==> src/rtl/mips_pkg.sv <==
// Shared MIPS multiply/divide definitions: op encodings, FSM states, default width.
package mips_pkg;
  localparam int MD_WIDTH = 32;

  localparam logic [2:0] MD_MULT  = 3'd0;
  localparam logic [2:0] MD_MULTU = 3'd1;
  localparam logic [2:0] MD_DIV   = 3'd2;
  localparam logic [2:0] MD_DIVU  = 3'd3;
  localparam logic [2:0] MD_MTHI  = 3'd4;
  localparam logic [2:0] MD_MTLO  = 3'd5;

  typedef enum logic [1:0] {
    MD_IDLE = 2'd0,
    MD_RUN  = 2'd1,
    MD_FIX  = 2'd2
  } md_state_e;
endpackage

==> src/rtl/mips_muldiv_unit_if.sv <==
// Control-unit side handshake and HI/LO read bus of the multiply/divide unit.
interface mips_muldiv_unit_if #(parameter int WIDTH = mips_pkg::MD_WIDTH) ();
  logic             start;
  logic [2:0]       op;
  logic [WIDTH-1:0] rs;
  logic [WIDTH-1:0] rt;
  logic             busy;
  logic             done;
  logic [WIDTH-1:0] hi;
  logic [WIDTH-1:0] lo;

  modport master (output start, op, rs, rt, input busy, done, hi, lo);
  modport slave  (input start, op, rs, rt, output busy, done, hi, lo);
endinterface

==> src/rtl/mips_muldiv_core.sv <==
// One-bit-per-step datapath: shift-add multiply or restoring divide on unsigned magnitudes.
module mips_muldiv_core #(
  parameter int WIDTH = 32
) (
  input  logic             clk,
  input  logic             reset,
  input  logic             init_i,
  input  logic [WIDTH-1:0] init_lo_i,
  input  logic             step_i,
  input  logic             div_i,
  input  logic [WIDTH-1:0] opnd_i,
  output logic [WIDTH-1:0] hi_o,
  output logic [WIDTH-1:0] lo_o
);
  logic [WIDTH-1:0] hi_q, lo_q, hi_d, lo_d;
  logic [WIDTH:0]   add_sum, rem_sh;
  logic             rem_geq;

  always_comb begin
    add_sum = {1'b0, hi_q} + {1'b0, opnd_i};
    rem_sh  = {hi_q, lo_q[WIDTH-1]};
    rem_geq = rem_sh >= {1'b0, opnd_i};
    hi_d    = hi_q;
    lo_d    = lo_q;
    if (div_i) begin
      // Remainder stays below the divisor, so the difference always fits in WIDTH bits.
      hi_d = rem_geq ? (rem_sh[WIDTH-1:0] - opnd_i) : rem_sh[WIDTH-1:0];
      lo_d = {lo_q[WIDTH-2:0], rem_geq};
    end else if (lo_q[0]) begin
      hi_d = add_sum[WIDTH:1];
      lo_d = {add_sum[0], lo_q[WIDTH-1:1]};
    end else begin
      hi_d = {1'b0, hi_q[WIDTH-1:1]};
      lo_d = {hi_q[0], lo_q[WIDTH-1:1]};
    end
  end

  always_ff @(posedge clk) begin
    if (reset) begin
      hi_q <= '0;
      lo_q <= '0;
    end else if (init_i) begin
      hi_q <= '0;
      lo_q <= init_lo_i;
    end else if (step_i) begin
      hi_q <= hi_d;
      lo_q <= lo_d;
    end
  end

  assign hi_o = hi_q;
  assign lo_o = lo_q;
endmodule

==> src/rtl/mips_muldiv_unit.sv <==
// MIPS HI/LO owner: sequences the iterative core, applies sign fix-up, handles MTHI/MTLO.
module mips_muldiv_unit
  import mips_pkg::*;
#(
  parameter int WIDTH = MD_WIDTH
) (
  input logic               clk,
  input logic               reset,
  mips_muldiv_unit_if.slave md
);
  localparam int CW = $clog2(WIDTH);

  md_state_e        state_q;
  logic [CW-1:0]    cnt_q;
  logic             busy_q, done_q, div_q, neg_a_q, neg_b_q, rt_zero_q;
  logic [WIDTH-1:0] hi_q, lo_q, rs_q, opnd_q;

  logic             sgn_in, accept, start_md, step;
  logic [WIDTH-1:0] mag_rs, mag_rt, init_lo, core_hi, core_lo, fix_hi, fix_lo;
  logic [2*WIDTH-1:0] prod;

  // Signed forms run on magnitudes; the most-negative value maps onto itself as unsigned.
  always_comb begin
    sgn_in   = (md.op == MD_MULT) || (md.op == MD_DIV);
    mag_rs   = (sgn_in && md.rs[WIDTH-1]) ? -md.rs : md.rs;
    mag_rt   = (sgn_in && md.rt[WIDTH-1]) ? -md.rt : md.rt;
    init_lo  = md.op[1] ? mag_rs : mag_rt;
    accept   = md.start && !busy_q;
    start_md = accept && !md.op[2];
    step     = state_q == MD_RUN;
  end

  mips_muldiv_core #(.WIDTH(WIDTH)) u_core (
    .clk       (clk),
    .reset     (reset),
    .init_i    (start_md),
    .init_lo_i (init_lo),
    .step_i    (step),
    .div_i     (div_q),
    .opnd_i    (opnd_q),
    .hi_o      (core_hi),
    .lo_o      (core_lo)
  );

  always_comb begin
    prod   = {core_hi, core_lo};
    fix_hi = core_hi;
    fix_lo = core_lo;
    if (!div_q) begin
      if (neg_a_q ^ neg_b_q) prod = -prod;
      fix_hi = prod[2*WIDTH-1:WIDTH];
      fix_lo = prod[WIDTH-1:0];
    end else if (rt_zero_q) begin
      fix_hi = rs_q;
      fix_lo = '1;
    end else begin
      fix_lo = (neg_a_q ^ neg_b_q) ? -core_lo : core_lo;
      fix_hi = neg_a_q ? -core_hi : core_hi;
    end
  end

  always_ff @(posedge clk) begin
    if (reset) begin
      state_q   <= MD_IDLE;
      cnt_q     <= '0;
      busy_q    <= 1'b0;
      done_q    <= 1'b0;
      div_q     <= 1'b0;
      neg_a_q   <= 1'b0;
      neg_b_q   <= 1'b0;
      rt_zero_q <= 1'b0;
      rs_q      <= '0;
      opnd_q    <= '0;
      hi_q      <= '0;
      lo_q      <= '0;
    end else begin
      done_q <= 1'b0;
      case (state_q)
        MD_IDLE: begin
          busy_q <= 1'b0;
          if (accept) begin
            case (md.op)
              MD_MULT, MD_MULTU, MD_DIV, MD_DIVU: begin
                state_q   <= MD_RUN;
                busy_q    <= 1'b1;
                cnt_q     <= '0;
                div_q     <= md.op[1];
                neg_a_q   <= sgn_in && md.rs[WIDTH-1];
                neg_b_q   <= sgn_in && md.rt[WIDTH-1];
                rt_zero_q <= md.rt == '0;
                rs_q      <= md.rs;
                opnd_q    <= md.op[1] ? mag_rt : mag_rs;
              end
              MD_MTHI: begin
                hi_q   <= md.rs;
                done_q <= 1'b1;
              end
              MD_MTLO: begin
                lo_q   <= md.rs;
                done_q <= 1'b1;
              end
              default: ;
            endcase
          end
        end
        MD_RUN: begin
          cnt_q <= cnt_q + CW'(1);
          if (cnt_q == CW'(WIDTH - 1)) state_q <= MD_FIX;
        end
        MD_FIX: begin
          // busy stays up through the done cycle and drops with it on the next edge.
          hi_q    <= fix_hi;
          lo_q    <= fix_lo;
          done_q  <= 1'b1;
          state_q <= MD_IDLE;
        end
        default: state_q <= MD_IDLE;
      endcase
    end
  end

  assign md.busy = busy_q;
  assign md.done = done_q;
  assign md.hi   = hi_q;
  assign md.lo   = lo_q;
endmodule
==> src/flat_wrapper.sv <==
// flat-port wrapper written by rule: the top's interface ports become plain ports
module mips_muldiv_unit_flat import mips_pkg::*;
#(
  parameter int WIDTH = MD_WIDTH
)
  (clk, reset, md_start, md_op, md_rs, md_rt, md_busy, md_done, md_hi, md_lo);
  mips_muldiv_unit_if #(.WIDTH(WIDTH)) md_i ();
  input logic clk;
  input logic reset;
  input wire logic [$bits(md_i.start)-1:0] md_start;
  input wire logic [$bits(md_i.op)-1:0] md_op;
  input wire logic [$bits(md_i.rs)-1:0] md_rs;
  input wire logic [$bits(md_i.rt)-1:0] md_rt;
  output wire logic [$bits(md_i.busy)-1:0] md_busy;
  output wire logic [$bits(md_i.done)-1:0] md_done;
  output wire logic [$bits(md_i.hi)-1:0] md_hi;
  output wire logic [$bits(md_i.lo)-1:0] md_lo;
  assign md_i.start = md_start;
  assign md_i.op = md_op;
  assign md_i.rs = md_rs;
  assign md_i.rt = md_rt;
  assign md_busy = md_i.busy;
  assign md_done = md_i.done;
  assign md_hi = md_i.hi;
  assign md_lo = md_i.lo;
  mips_muldiv_unit #(.WIDTH(WIDTH)) u_core (.clk(clk), .reset(reset), .md(md_i));
endmodule
==> config.mk <==
export PLATFORM = sky130hd
export DESIGN_NAME = mips_muldiv_unit_flat
export DESIGN_NICKNAME = d
export VERILOG_FILES = /design/src/rtl/mips_pkg.sv /design/src/rtl/mips_muldiv_unit_if.sv /design/src/rtl/mips_muldiv_core.sv /design/src/rtl/mips_muldiv_unit.sv /design/src/flat_wrapper.sv
export SDC_FILE = /design/constraint.sdc
export NUM_CORES = 1
export LEC_CHECK = 0
export CORE_MARGIN = 1.5
export CORE_UTILIZATION = 55
export DETAILED_ROUTE_END_ITERATION = 10
export HOLD_SLACK_MARGIN = 0.12
export PLACE_DENSITY = 0.76
export RECOVER_POWER = 100
export SETUP_SLACK_MARGIN = 0.02
export SYNTH_ARGS = -nofsm -noshare
export SYNTH_HDL_FRONTEND = slang
export SYNTH_SLANG_ARGS = --single-unit
==> constraint.sdc <==
create_clock -name clk -period 3.6 [get_ports clk]
set_input_delay 0.36 -clock clk [delete_from_list [all_inputs] [get_ports clk]]
set_output_delay 0.36 -clock clk [all_outputs]
set_load 0.005 [all_outputs]
==> impl_metrics.json, run 1 <==
{
  "cts_hold_buffers": 0,
  "firstDrtPassIters": 7,
  "relSlewSlack_pct": -18.5,
  "vias": 19000,
  "drv_cap": 4,
  "powerDensity_nw_per_um2": 389,
  "antennaDiodeCount": 0,
  "violations": "capacitance limit, slew limit",
  "min_period_ns": 3.48,
  "cp.required_ns": 4.07,
  "cp_top_family": "simple AND/OR/NAND/NOR gates",
  "p_clk_share_pct": 37.2,
  "cts_max_level": 1,
  "syn_area_sq_um": 17100,
  "postSynthAreaPerCell_sq_um": 7.29,
  "cts_buffers": 25,
  "final_common_cell": "nand2_1",
  "final_cell_mix": "nand2_1, a21oi_1, dfxtp_1",
  "tightest_slew_ns": 1.78,
  "wl_per_cell_um": 24.3,
  "cts_root_buf": "clkbuf_16",
  "synth_edf_count": 0,
  "p_int_w": 0.00514,
  "stdcell_count": 2862,
  "dp.cells": 2816,
  "hpwl_um": 52100,
  "ys_ff_latch": 205,
  "worst_hold_path_type": "in2reg",
  "ios": 136,
  "ant_nets": 0,
  "synth_warnings": 0,
  "synth_nets": 2494,
  "min_period_over_period_pct": 96.7,
  "timing.critical_path.buf_inv": 0,
  "seqPwrFrac_pct": 31.8,
  "antenna_found_initial": 1,
  "synth.distinct_cells": 74,
  "max-clock-path-buffers": 3,
  "max_freq_ghz": 0.287,
  "initial_core_util_pct": 55.9,
  "avgViaCountPerCell": 6.63,
  "switching_share_pct": 34.8,
  "place_congestion": 0.989,
  "grt_pass1_vias": 17600,
  "final.setup.tns_ns": 0,
  "path_clk_slew_ns": 0.07,
  "postSynth.asyncResetShare_pct": 0,
  "grt_max_degree": 112,
  "coreArea_sq_um": 30700,
  "endpoint_kind": "register",
  "finalNetCount": 2589,
  "slew_violations": 176,
  "io_buffers": 135,
  "initialDrtViolationCount": 2423,
  "vdd_drop_max_v": 0.000343,
  "seq_area_frac_synth_pct": 23.9,
  "num_rows": 64,
  "wirelength_um": 69600,
  "dieArea_sq_um": 32200,
  "crit_chain": "or4_1, or4_4, or4_4, nor4_4, nand2_1, o21ai_0, xnor2_1, nand2_1, a21oi_1",
  "power.switching_w": 0.00274,
  "crit_type": "reg2reg",
  "cts_tree": "done",
  "die_width_um": 180,
  "synthFlopType": "dfxtp_1",
  "die_h_um": 180,
  "syn-instance-count": 2352,
  "cts_setup_buffers": 0,
  "cts.sinks": 205,
  "place_ws_ns": 0.0770,
  "start_kind": "register",
  "outcome": "finished, violations left",
  "leakage_nw": 8.19,
  "setup_violations": 0,
  "fin_worst_skew_ns": 0.0262,
  "finalHoldViolCount": 0,
  "cp_max_fo": 9,
  "drive_above_1_share_pct": 9.53,
  "area_growth_pct": 18.2,
  "clk_latency_ns": 0.57,
  "grt_usage_pct": 41.4,
  "critical_path_arrival_ns": 3.96,
  "slowest_delay_ns": 0.64,
  "combPwrFrac_pct": 30.9,
  "overflow": 0,
  "rsz0062_at_grt": "false",
  "grt_pass1_wl_um": 105000,
  "fin_ws_ns": 0.118,
  "drc": 0,
  "slowest_stage": "or4_1"
}
==> logic make-up after synthesis <==
logic type      count (synthesis)  synth area share [%]
mux                           123                  7.30
compound gates                738                  27.5
fa+ha+maj                      72                  5.34
xor+xnor                      190                  9.71
simple gates                  754                  20.2
buf+inv                       270                  6.04
flops                         205                  23.9
==> metrics by stage <==
step | total power [W] | hold slack [ns] | util (%) | area (sq um)
4_1_cts | 0.00782 | 0.242 | 66.2 | 20300
5_1_grt | 0.00814 | 0.267 | 66.1 | 20300
2_1_floorplan | 0.00405 | 0.431 | - | 17100
3_3_place_gp | 0.00489 | 0.439 | 63.1 | 19400
3_5_place_dp | 0.00491 | 0.448 | 63.1 | 19400
6_report | 0.00788 | 0.266 | 66.1 | 20300
==> final timing paths <==
path / startpoint / endpoint / slack, ns / depth (start not counted)
worst max-delay path: u_core.u_core.lo_o[14] / u_core.md.hi[8] / 0.12 / 9
worst min-delay path: reset / u_core.opnd_q[12] / 0.27 / 2
worst max register to register: u_core.u_core.lo_o[14] / u_core.md.hi[8] / 0.12 / 9
worst min register to register: u_core.rs_q[5] / u_core.rs_q[5] / 0.46 / 2
==> Yosys cell counts, drive strengths merged (20+ instances only) <==
library cell,instances,area share [%]
nand2,325,7.1
clkbuf,181,4.0
nor4,26,1.1
xnor2,110,5.6
ha,70,5.1
inv,59,1.3
o21ai,139,4.1
o31ai,26,1.2
a31oi,28,1.0
a21o,27,1.2
a21oi,239,7.0
or3,27,0.99
a221oi,37,1.9
or4,20,0.94
nand2b,21,0.77
a211oi,28,1.2
buf,29,0.76
xor2,80,4.1
dfxtp,205,24
o211ai,85,3.7
nor2,179,3.9
nor3,46,1.3
mux2i,107,6.2
a22oi,25,1.1
nand3,32,0.93
==> sequential cells by signal, indices dropped and copies added, names as in the netlist <==
name                flops
u_core.md.hi           32
u_core.md.lo           32
u_core.opnd_q          32
u_core.rs_q            32
u_core.u_core.hi_o     32
u_core.u_core.lo_o     32
u_core.cnt_q            5
u_core.state_q          2
u_core.div_q            1
u_core.md.busy          1
u_core.md.done          1
u_core.neg_a_q          1
u_core.neg_b_q          1
u_core.rt_zero_q        1
==> metal layers <==
metal	GRT usage (%)	wire length [um]	vias up
met2	63.9	30100	1147
met3	8.51	7240	227
met4	21.3	4170	2
met5	0	45	-
li1	-	-	8675
met1	54.5	28000	8923
==> cell type report <==
type                            count  area, sq um
Sequential cell                   205         4110
Multi-Input combinational cell   1877        12100
Tap cell                          396          495
Inverter                           60          225
Timing Repair Buffer              278         2430
Clock buffer                       34          741
Fill cell                        2731        10400
Clock inverter                     12          209
==> what timing repair did <==
action | 4_1_cts | 5_1_grt
setup endpoints to repair | 0 | 8
endpoints found under the hold margin | 0 | 0
gates resized for setup | 0 | 2
==> power by group through the flow <==
stage                     clock (W)  combinational, W  sequential, W
after floorplan                   0           0.00156        0.00249
after global placement            0           0.00234        0.00255
after detailed placement          0           0.00236        0.00255
after CTS                   0.00294           0.00238        0.00250
after global routing        0.00303           0.00260        0.00251
final                       0.00293           0.00244        0.00251
No activity file was read; power rests on OpenSTA's default activity.
==> run 2, diff against run 1 <==
Settings changed: HOLD_SLACK_MARGIN 0.12 to default, PLACE_DENSITY 0.76 to default, PLACE_DENSITY_LB_ADDON from default to 0.12.
==> run 2 against run 1 <==
The flow still finishes with violations (capacitance limit, slew limit). Critical endpoint is now u_core.md.hi[28]. Largest cell class unchanged. Utilization down 0.37 points. Global-route usage about the same. Largest power group unchanged. Critical path depth unchanged.
==> impl_metrics.json, run 2 (synthesis results as in run 1) <==
{
  "fin_ws_ns": 0.106,
  "initialDrtViolationCount": 2308,
  "cts_max_level": 1,
  "routed.top_layer": "met5",
  "final_cell_mix": "nand2_1, a21oi_1, dfxtp_1",
  "grt_pass1_wl_um": 105000,
  "slowest_delay_ns": 0.65,
  "antenna_found_initial": 2,
  "area_growth_pct": 17.5,
  "wl_per_cell_um": 24.1,
  "hold_depth": 2,
  "io_buffers": 135,
  "die_width_um": 180,
  "wl_met3_um": 6600,
  "min_period_over_period_pct": 97.1,
  "ant_nets": 0,
  "wl_met1_um": 28200,
  "final_common_cell": "nand2_1",
  "path_clk_slew_ns": 0.06,
  "finalNetCount": 2588,
  "firstDrtPassIters": 8,
  "worst_hold_path_type": "in2reg",
  "start_kind": "register",
  "initial_core_util_pct": 55.9,
  "setup_violations": 0,
  "outcome": "finished, violations left",
  "cts_buffers": 26,
  "tightest_slew_ns": 1.85,
  "cp_top_family": "simple AND/OR/NAND/NOR gates",
  "drc": 0,
  "place_congestion": 1.02,
  "max_freq_ghz": 0.286,
  "drive_above_1_share_pct": 9.18,
  "antennaDiodeCount": 0,
  "die_h_um": 180,
  "crit_type": "reg2reg",
  "grt_max_degree": 119,
  "cp.required_ns": 3.99,
  "violations": "capacitance limit, slew limit",
  "fillers": 2779,
  "vias": 18900,
  "cp_max_fo": 8,
  "timing.critical_path.buf_inv": 0,
  "final.setup.tns_ns": 0,
  "powerDensity_nw_per_um2": 382,
  "wirelength_um": 68800,
  "finalHoldViolCount": 0,
  "clk_latency_ns": 0.56,
  "met2WireLength_um": 29400,
  "rsz0062_at_grt": "false",
  "fin_util_pct": 65.7,
  "place_ws_ns": 0.183,
  "vdd_drop_max_v": 0.000347,
  "fin_worst_skew_ns": 0.0261,
  "grt_pass1_vias": 17700,
  "min_period_ns": 3.49,
  "avgViaCountPerCell": 6.62,
  "r2r_cells": 9,
  "endpoint_kind": "register",
  "slowest_stage": "or4_1",
  "crit_chain": "or4_1, or4_4, or4_4, nor4_4, nand2_1, o21ai_0, xnor2_1, o221ai_1, o22ai_1",
  "coreArea_sq_um": 30700,
  "cts.sinks": 205,
  "cp.depth": 9,
  "cts_hold_buffers": 0,
  "max-clock-path-buffers": 3,
  "ios": 136,
  "hpwl_um": 51100,
  "cts_root_buf": "clkbuf_16",
  "slew_violations": 97,
  "critical_path_arrival_ns": 3.88,
  "num_rows": 64,
  "grt_usage_pct": 41.4,
  "dieArea_sq_um": 32200,
  "drv_cap": 3,
  "relSlewSlack_pct": -23.7,
  "leakage_nw": 8.12,
  "overflow": 0,
  "cpMostUsedCell": "or4_4",
  "cts_tree": "done"
}
[run 2: final timing paths]
kind	from	to	slack (ns)
setup / recovery	u_core.u_core.lo_o[10]	u_core.md.hi[28]	0.11
hold / removal	reset	u_core.rs_q[27]	0.07
setup reg to reg	u_core.u_core.lo_o[10]	u_core.md.hi[28]	0.11
hold reg to reg	u_core.rs_q[30]	u_core.rs_q[30]	0.45
[run 2: stage by stage]
step,hold WS (ns),power (W),area [sq um],cells
2_1_floorplan,0.431,0.00405,17100,2352
3_3_place_gp,0.441,0.00491,19300,2814
3_5_place_dp,0.447,0.00494,19300,2814
4_1_cts,0.0553,0.00765,20200,2858
5_1_grt,0.0757,0.00798,20100,2858
6_report,0.0691,0.00770,20100,2858
[run 2: final cells by class]
| class | count | area, sq um | area share [%] |
|---|---|---|---|
| multi-input combinational | 1877 | 12000 | 59.8 |
| inverter | 60 | 225 | 1.12 |
| tap | 396 | 495 | 2.46 |
| timing repair buffer | 276 | 2380 | 11.8 |
| sequential | 205 | 4110 | 20.4 |
| clock inverter | 5 | 86.3 | 0.429 |
| clock buffer | 39 | 801 | 3.97 |
[run 2: report_power, final]
group	leakage [nW]	total, W	switching (W)	internal [W]
Combinational	6.01	0.00246	0.00150	0.000961
Clock	0.438	0.00274	0.00107	0.00166
Sequential	1.67	0.00250	0.000126	0.00237
[run 2: what timing repair did]
| item | in CTS | in global routing |
|---|---|---|
| gates resized for setup | 0 | 4 |
| setup endpoints to repair | 0 | 5 |
| setup buffers | 0 | 0 |
[run 2: per-layer routing]
| metal | GRT usage (%) | up-vias |
|---|---|---|
| li1 | - | 8684 |
| met1 | 54.9 | 8991 |
| met2 | 62.9 | 1007 |
| met3 | 8.04 | 228 |
| met4 | 22.9 | 2 |
| met5 | 0 | - |
